`config.mk`:
```
export PLATFORM = sky130hd
export DESIGN_NAME = ram_port_arbiter_flat
export DESIGN_NICKNAME = d
export VERILOG_FILES = /design/src/rtl/ram_port_arbiter_pkg.sv /design/src/rtl/ram_port_arbiter_if.sv /design/src/rtl/ram_port_arbiter_rr_grant2.sv /design/src/rtl/ram_port_arbiter.sv /design/src/flat_wrapper.sv
export SDC_FILE = /design/constraint.sdc
export NUM_CORES = 1
export LEC_CHECK = 0
export BUFFER_PORTS_ARGS = -buffer_cell sky130_fd_sc_hd__buf_2
export CAP_MARGIN = 20
export CORE_AREA = 3 3 118 120
export CTS_CLUSTER_DIAMETER = 150
export DETAILED_ROUTE_END_ITERATION = 6
export DIE_AREA = 0 0 121 123
export HOLD_SLACK_MARGIN = 0.05
export PLACE_DENSITY = 0.58
export SLEW_MARGIN = 30
export SYNTH_ARGS = -nofsm -noshare
export SYNTH_HDL_FRONTEND = slang
export SYNTH_SLANG_ARGS = --single-unit
```
`constraint.sdc`:
```
create_clock -name clk_i -period 2.8 [get_ports clk_i]
set_input_delay 0.7 -clock clk_i [delete_from_list [all_inputs] [get_ports clk_i]]
set_output_delay 0.7 -clock clk_i [all_outputs]
set_load 0.005 [all_outputs]
```
`src/rtl/ram_port_arbiter_pkg.sv`:
```
// Shared types and constants for the two-master RAM port arbiter.
package ram_port_arbiter_pkg;

  localparam int DATA_WIDTH = 32;
  localparam int WE_WIDTH   = 4;

  typedef enum logic {
    ARB_IDLE = 1'b0,
    ARB_WAIT = 1'b1
  } arb_state_t;

  // A disabled watchdog still needs a one-bit timer so the declarations stay legal.
  function automatic int timer_width(input int timeout_cycles);
    if (timeout_cycles > 0) begin
      return $clog2(timeout_cycles + 1);
    end
    return 1;
  endfunction

endpackage

```
`src/rtl/ram_port_arbiter_if.sv`:
```
// stb/ack/err bus between a requester (master) and a responder (slave).
interface ram_port_arbiter_if;
  import ram_port_arbiter_pkg::*;

  logic                  stb;
  logic [WE_WIDTH-1:0]   we;
  logic [DATA_WIDTH-1:0] addr;
  logic [DATA_WIDTH-1:0] wdata;
  logic [DATA_WIDTH-1:0] rdata;
  logic                  ack;
  logic                  err;

  modport master (output stb, we, addr, wdata, input rdata, ack, err);
  modport slave  (input stb, we, addr, wdata, output rdata, ack, err);

endinterface

```
`src/rtl/ram_port_arbiter_rr_grant2.sv`:
```
// Two-input round-robin grant: a lone requester wins, a tie goes to the master not granted last.
module rr_grant2 (
  input  logic [1:0] req,
  input  logic       last_grant,
  output logic       gnt,
  output logic       any
);

  always_comb begin
    any = |req;
    gnt = 1'b0;
    case (req)
      2'b01:   gnt = 1'b0;
      2'b10:   gnt = 1'b1;
      2'b11:   gnt = ~last_grant;
      default: gnt = 1'b0;
    endcase
  end

endmodule

```
`src/rtl/ram_port_arbiter.sv`:
```
// Round-robin arbiter for two masters sharing one RAM port, one outstanding
// transaction at a time, with a watchdog that retires a missing ack as err.
module ram_port_arbiter
  import ram_port_arbiter_pkg::*;
#(
  parameter int TIMEOUT_CYCLES = 16
) (
  input  logic               clk_i,
  input  logic               rstn_i,
  ram_port_arbiter_if.slave  m0,
  ram_port_arbiter_if.slave  m1,
  ram_port_arbiter_if.master s
);

  localparam int                 TIMER_W     = timer_width(TIMEOUT_CYCLES);
  localparam logic [TIMER_W-1:0] TIMER_SAT   = '1;
  localparam logic [TIMER_W-1:0] TIMER_LAST  = (TIMEOUT_CYCLES > 0) ? TIMER_W'(TIMEOUT_CYCLES - 1) : '0;
  localparam bit                 WATCHDOG_EN = (TIMEOUT_CYCLES > 0);

  arb_state_t            state_reg, state_next;
  logic                  owner_reg, owner_next;
  logic                  last_grant_reg, last_grant_next;
  logic [TIMER_W-1:0]    timer_reg, timer_next;
  logic                  gnt, any_req;
  logic                  s_stb_raw;
  logic                  in_wait, resp, timeout_hit;
  logic [1:0]            m_ack, m_err;
  logic [DATA_WIDTH-1:0] m_rdata [2];

  rr_grant2 u_rr_grant2 (
    .req        ({m1.stb, m0.stb}),
    .last_grant (last_grant_reg),
    .gnt        (gnt),
    .any        (any_req)
  );

  assign in_wait     = (state_reg == ARB_WAIT);
  assign resp        = s.ack | s.err;
  assign timeout_hit = WATCHDOG_EN && in_wait && !resp && (timer_reg == TIMER_LAST);

  always_comb begin
    state_next      = state_reg;
    owner_next      = owner_reg;
    last_grant_next = last_grant_reg;
    timer_next      = timer_reg;
    s_stb_raw       = 1'b0;
    case (state_reg)
      ARB_IDLE: begin
        if (any_req) begin
          s_stb_raw       = 1'b1;
          owner_next      = gnt;
          last_grant_next = gnt;
          timer_next      = '0;
          state_next      = ARB_WAIT;
        end
      end
      ARB_WAIT: begin
        if (resp || timeout_hit) begin
          state_next = ARB_IDLE;
        end else if (timer_reg != TIMER_SAT) begin
          timer_next = timer_reg + 1'b1;
        end
      end
      default: state_next = ARB_IDLE;
    endcase
  end

  always_ff @(posedge clk_i or negedge rstn_i) begin
    if (!rstn_i) begin
      state_reg      <= ARB_IDLE;
      owner_reg      <= 1'b0;
      last_grant_reg <= 1'b1;
      timer_reg      <= '0;
    end else begin
      state_reg      <= state_next;
      owner_reg      <= owner_next;
      last_grant_reg <= last_grant_next;
      timer_reg      <= timer_next;
    end
  end

  // IDLE decodes stb combinationally, so the strobe is masked while reset is held.
  assign s.stb   = s_stb_raw & rstn_i;
  assign s.we    = gnt ? m1.we    : m0.we;
  assign s.addr  = gnt ? m1.addr  : m0.addr;
  assign s.wdata = gnt ? m1.wdata : m0.wdata;

  for (genvar gi = 0; gi < 2; gi++) begin : g_route
    logic is_owner;
    assign is_owner     = (owner_reg == 1'(gi));
    assign m_ack[gi]    = in_wait && is_owner && s.ack;
    assign m_err[gi]    = in_wait && is_owner && (s.err || timeout_hit);
    assign m_rdata[gi]  = is_owner ? s.rdata : '0;
  end

  assign m0.ack   = m_ack[0];
  assign m0.err   = m_err[0];
  assign m0.rdata = m_rdata[0];
  assign m1.ack   = m_ack[1];
  assign m1.err   = m_err[1];
  assign m1.rdata = m_rdata[1];

endmodule

```
`src/flat_wrapper.sv`:
```
// flat-port wrapper written by rule: the top's interface ports become plain ports
module ram_port_arbiter_flat import ram_port_arbiter_pkg::*;
#(
  parameter int TIMEOUT_CYCLES = 16
)
  (clk_i, rstn_i, m0_stb, m0_we, m0_addr, m0_wdata, m0_rdata, m0_ack, m0_err, m1_stb, m1_we, m1_addr, m1_wdata, m1_rdata, m1_ack, m1_err, s_stb, s_we, s_addr, s_wdata, s_rdata, s_ack, s_err);
  ram_port_arbiter_if m0_i ();
  ram_port_arbiter_if m1_i ();
  ram_port_arbiter_if s_i ();
  input  logic clk_i;
  input  logic rstn_i;
  input wire logic [$bits(m0_i.stb)-1:0] m0_stb;
  input wire logic [$bits(m0_i.we)-1:0] m0_we;
  input wire logic [$bits(m0_i.addr)-1:0] m0_addr;
  input wire logic [$bits(m0_i.wdata)-1:0] m0_wdata;
  output wire logic [$bits(m0_i.rdata)-1:0] m0_rdata;
  output wire logic [$bits(m0_i.ack)-1:0] m0_ack;
  output wire logic [$bits(m0_i.err)-1:0] m0_err;
  input wire logic [$bits(m1_i.stb)-1:0] m1_stb;
  input wire logic [$bits(m1_i.we)-1:0] m1_we;
  input wire logic [$bits(m1_i.addr)-1:0] m1_addr;
  input wire logic [$bits(m1_i.wdata)-1:0] m1_wdata;
  output wire logic [$bits(m1_i.rdata)-1:0] m1_rdata;
  output wire logic [$bits(m1_i.ack)-1:0] m1_ack;
  output wire logic [$bits(m1_i.err)-1:0] m1_err;
  output wire logic [$bits(s_i.stb)-1:0] s_stb;
  output wire logic [$bits(s_i.we)-1:0] s_we;
  output wire logic [$bits(s_i.addr)-1:0] s_addr;
  output wire logic [$bits(s_i.wdata)-1:0] s_wdata;
  input wire logic [$bits(s_i.rdata)-1:0] s_rdata;
  input wire logic [$bits(s_i.ack)-1:0] s_ack;
  input wire logic [$bits(s_i.err)-1:0] s_err;
  assign m0_i.stb = m0_stb;
  assign m0_i.we = m0_we;
  assign m0_i.addr = m0_addr;
  assign m0_i.wdata = m0_wdata;
  assign m0_rdata = m0_i.rdata;
  assign m0_ack = m0_i.ack;
  assign m0_err = m0_i.err;
  assign m1_i.stb = m1_stb;
  assign m1_i.we = m1_we;
  assign m1_i.addr = m1_addr;
  assign m1_i.wdata = m1_wdata;
  assign m1_rdata = m1_i.rdata;
  assign m1_ack = m1_i.ack;
  assign m1_err = m1_i.err;
  assign s_stb = s_i.stb;
  assign s_we = s_i.we;
  assign s_addr = s_i.addr;
  assign s_wdata = s_i.wdata;
  assign s_i.rdata = s_rdata;
  assign s_i.ack = s_ack;
  assign s_i.err = s_err;
  ram_port_arbiter #(.TIMEOUT_CYCLES(TIMEOUT_CYCLES)) u_core (.clk_i(clk_i), .rstn_i(rstn_i), .m0(m0_i), .m1(m1_i), .s(s_i));
endmodule
```
**Word-level counts from Yosys, hierarchy flattened**

Index checks and enable logic that the tools add are counted.
Widths: inputs -> output; s select.

- Logic and storage cells: 45
- Output and inout bits: 137
- Input port bits: 174
- Register bits: 8

- Add/subtract/negate cells: 1
- Bitwise operators: 5
- Reduce and logical (&&, ||, !) cells: 14
- Equal/unequal tests: 7
- Mux-type cells: 14

Operator list:

| kind | number |
|---|---|
| $mux 32 | 4 |
| $mux 5 | 3 |
| $pmux 5 s2 | 1 |
| $logic_and 1x1->1 | 8 |
| $add 5x1->5 const B | 1 |
| $eq 5x4->1 const B | 1 |
| $ne 5x5->1 const B | 1 |
| $eq 2x2->1 const B | 2 |
| $mux 4 | 1 |
| $ne 2x2->1 const B | 2 |
| $pmux 1 s2 | 2 |
| $mux 1 | 3 |
| $not 1->1 | 3 |
| $reduce_and 3->1 | 1 |
| $logic_or 1x1->1 | 2 |
| $ne 2x1->1 const B | 1 |
| $reduce_and 2->1 | 1 |
| $reduce_or 2->1 | 1 |
| $and 1x1->1 | 1 |
| $logic_not 1->1 | 1 |
| $or 1x1->1 | 1 |

**Logic depth before layout (Yosys ltp)**

- Depth in word-level cells: 7
- Depth in mapped cells: 7
- Depth with buffers taken out: 7

**Hierarchy**

A second synthesis with hierarchy kept.

- Cell total of the unflattened synthesis: 198
- Area, all modules: 1706.6 sq um

Modules (own cells, without submodules):

| module | area an instance (sq um) | times used | cells each | seq. area each (sq um) |
|---|---|---|---|---|
| ram_port_arbiter | 1692.9 | 1 | 196 | 201.4 |
| rr_grant2 | 13.8 | 1 | 2 | 0.0 |

**Worst setup path after synthesis**

Ideal clock, no wire load.

- Kind: input -> output
- From: input m0_stb
- To: output s_addr[14]
- Arrival time: 1.665 ns
- Data required time: 2.100 ns
- Stages on the path: 6
- Path buffers: 3
- Slack: 0.435 ns
- Path through: nand2_1 and2_1 clkbuf_1 buf_4 buf_6 mux2_1

- Word-level cells in the longest chain between the ends: 3
- Elaborated cells on any way between the ends: 4
- Classes of those cells: eq/ne: 2; mux: 2

Ends and longest elaborated chain:

| element | line | RTL |
|---|---|---|
| start: declaration | flat_wrapper.sv:12 | `input wire logic [$bits(m0_i.stb)-1:0] m0_stb;` |
| $eq 2x2->1 | ram_port_arbiter_rr_grant2.sv:12 | `case (req)` |
| $pmux 1 s2 (*) | ram_port_arbiter_rr_grant2.sv:12 |  |
| $mux 32 (*) | ram_port_arbiter.sv:85 | `assign s.addr = gnt ? m1.addr : m0.addr;` |
| end: declaration | flat_wrapper.sv:28 | `output wire logic [$bits(s_i.addr)-1:0] s_addr;` |

Mark *: on every way between the ends. The rest lies on a longest branch, timed or not.

**Worst setup path in the final report**

- From: input m0_stb
- To: output s_addr[19]

Same word-level chain as after synthesis.

==> results.json <==
{
  "ant_nets": 0,
  "drv_slew": 0,
  "fill_cells": 1427,
  "synthesis.nets": 373,
  "power_density_nw_per_um2": 409,
  "drt_pass1_iterations": 4,
  "cp.depth": 6,
  "hold_violations": 0,
  "fin_skew_ns": 0.00410,
  "grt_pass1_vias": 2318,
  "finalCriticalPeriod_ns": 2.65,
  "grt_first_pass_wirelength_um": 12900,
  "grt_max_degree": 68,
  "cap_violations": 0,
  "syn_inst": 196,
  "worstSetupPathType": "primary input to output port",
  "fin_nets": 682,
  "p_sw_uw": 553,
  "clock-root-buffer": "clkbuf_16",
  "fin_tns_setup_ns": 0,
  "cp_top_family": "buffers and inverters",
  "fmax_mhz": 378,
  "ys_ff_latch": 8,
  "cp.arrival_ns": 1.95,
  "setup_viol": 0,
  "numClockSinks": 8,
  "synth_area_per_cell_um2": 8.77,
  "dp_hpwl_um": 8860,
  "seqPwrFrac_pct": 12.2,
  "max_stage_delay_ns": 0.35,
  "p_comb_share_pct": 70.8,
  "peakVddDrop_mv": 0.410,
  "io_pins": 311,
  "fin_crit_sh_pct": 94.5,
  "core_um2": 13100,
  "drc": 0,
  "worstMarginPinSlew_ns": 0.509,
  "intPower_uw": 914,
  "leakage_nw": 2.02,
  "setup_slack_ns": 0.153,
  "largest_register_ffs": 5,
  "critPathRequiredTime_ns": 2.10,
  "critPathLaunchType": "primary input",
  "cts_tree": "done",
  "routed_wl_um": 9830,
  "yosys.area.top_type_share_pct": 32.1,
  "grt_use_total_pct": 11.0,
  "yosysSeqAreaShare_pct": 11.7,
  "crit_fanout": 19,
  "r2r_cells": 7,
  "syn_area_um2": 1720,
  "dieArea_um2": 14900,
  "synth_largest_area_cell": "mux2_2",
  "rsz0062_at_grt": "false",
  "synth.area.top_cells": "mux2_2, mux2_1, and2_1, nor2b_1, dfrtp_1",
  "clk_latency_ns": 0.24,
  "post_drt_wl_per_cell_um": 14.5,
  "dp_slack_ns": 0.142,
  "drive_gt1_share_pct": 74.8,
  "drt-initial-drc-count": 84,
  "die_y_um": 123,
  "p_clk_share_pct": 17.0,
  "cts_resized": 0,
  "io_buffers": 310,
  "crit_buf_inv": 3,
  "relSlewSlack_pct": 66.1,
  "critPathSlowestCell": "and2_2",
  "fin_cells": 680,
  "num_antenna_cells": 0,
  "rows": 42,
  "placedCellCount": 676,
  "holdBufCountCts": 0,
  "dr_total_vias": 2596,
  "ys_warn_count": 0,
  "grt-ovfl-total": 0,
  "end_kind": "output port",
  "fin_total_pwr_mw": 1.47,
  "place.gp.congestion": 0.794,
  "crit_path_cell_trace": "buf_2 > nand2_1 > and2_2 > buf_12 > mux2_1 > buf_2",
  "cp_common_cell": "buf_2",
  "cts.clk_slew.worst_paths_ns": 0.04,
  "antenna_found_initial": 0,
  "syn_to_final_growth_pct": 108,
  "die_w_um": 121,
  "synth_cell_type_count": 29,
  "seqCellArea_um2": 201,
  "htree_num_levels": 1,
  "hp-class": "primary input to async pin",
  "fin_hold_ws_ns": 0.304,
  "p_sw_share_pct": 37.7,
  "cts_inserted_buffers": 3,
  "initial_utilization_pct": 13.1,
  "viasPerCell": 3.82,
  "postCtsSetupRepairBufs": 0,
  "multiInputGateArea_um2": 1420,
  "status": "complete, no violations",
  "cts.path.max_buffers": 2
}
[metal layers]
layer | track usage [%] | share of wire (%) | vias up
met5 | 0 | 0 | -
met4 | 1.27 | 0.37 | 0
met3 | 1.69 | 7.9 | 3
met2 | 18.6 | 49 | 140
met1 | 15.2 | 43 | 1166
li1 | - | - | 1287
[synthesized netlist by cell type (all sizes together)]
cell / instances
a21oi: 3
a22o: 1
a31oi: 1
and2: 34
and3: 1
buf: 7
clkbuf: 8
dfrtp: 7
dfstp: 1
ha: 3
inv: 5
mux2: 69
nand2: 5
nand3: 2
nor2: 5
nor2b: 32
nor3: 2
nor3b: 1
nor4b: 1
o211ai: 2
o21ai: 2
o21ba: 1
o22ai: 1
or3: 1
xor2: 1
[worst register-to-register path: stages, from the launching register on]
cell and delay [ns]:
dfrtp_1 0.39, ha_1 0.21, and3_1 0.21, ha_1 0.25
nor4b_4 0.34, o21ai_2 0.12, or3_1 0.35, a21oi_1 0.14
[cell type report]
type | count | share of cell area [%]
Timing Repair Buffer | 319 | 45.9
Multi-Input combinational cell | 168 | 39.6
Tap cell | 176 | 6.15
Sequential cell | 8 | 5.62
Clock buffer | 4 | 2.20
Inverter | 5 | 0.524
[kinds of logic (layout without fill, tap and decap cells)]
group	after synthesis	in the layout	synth area share (%)
AO/OA/AOI/OAI	11	11	4.44
adder cells (fa/ha/maj)	3	3	2.18
multiplexers	69	69	45.2
buffers and inverters	20	328	5.75
AND/OR/NAND/NOR	84	84	30.2
XOR/XNOR	1	1	0.510
flip-flops	8	8	11.7
[power by group through the flow]
stage               sequential [mW]  combinational (mW)  clock, mW
floorplan                     0.175               0.529          0
global placement              0.180                1.05          0
detailed placement            0.180                1.05          0
CTS                           0.179                1.05      0.256
global route                  0.185                1.15      0.265
finish                        0.178                1.04      0.249
[cell usage in the layout, fill, tap and decap left out, types with 2 or more instances in the layout]
| master | n |
|---|---|
| nand2_1 | 5 |
| buf_2 | 310 |
| a21oi_1 | 3 |
| dfrtp_1 | 7 |
| and2_1 | 33 |
| mux2_2 | 49 |
| nor3_1 | 2 |
| buf_4 | 7 |
| buf_12 | 2 |
| inv_1 | 5 |
| mux2_1 | 20 |
| ha_1 | 3 |
| clkbuf_16 | 3 |
| nor2_1 | 5 |
| nand3_1 | 2 |
| o211ai_1 | 2 |
| nor2b_1 | 32 |
[path summary, 6_finish.rpt]
check                                                        from                                endpoint  slack [ns]
hold reg to reg            u_core.g_route[1].is_owner$_DFFE_PN0N_  u_core.g_route[1].is_owner$_DFFE_PN0N_        0.52
hold / removal                                             rstn_i         u_core.timer_reg[0]$_DFFE_PN0P_        0.30
setup reg to reg                  u_core.timer_reg[0]$_DFFE_PN0P_         u_core.timer_reg[3]$_DFFE_PN0P_        0.72
min in group clk_i         u_core.g_route[1].is_owner$_DFFE_PN0N_  u_core.g_route[1].is_owner$_DFFE_PN0N_        0.52
setup / recovery                                           m0_stb                              s_addr[19]        0.15
max in group asynchronous                                  rstn_i       u_core.last_grant_reg$_DFFE_PN1N_        2.25
[through the flow]
stage	util [%]	cell area, µm²
2_1_floorplan	-	1720
5_1_grt	27.4	3580
4_1_cts	27.4	3580
6_report	27.4	3580
3_3_place_gp	26.8	3500
3_5_place_dp	26.8	3500
No activity file was read; power rests on OpenSTA's default activity.
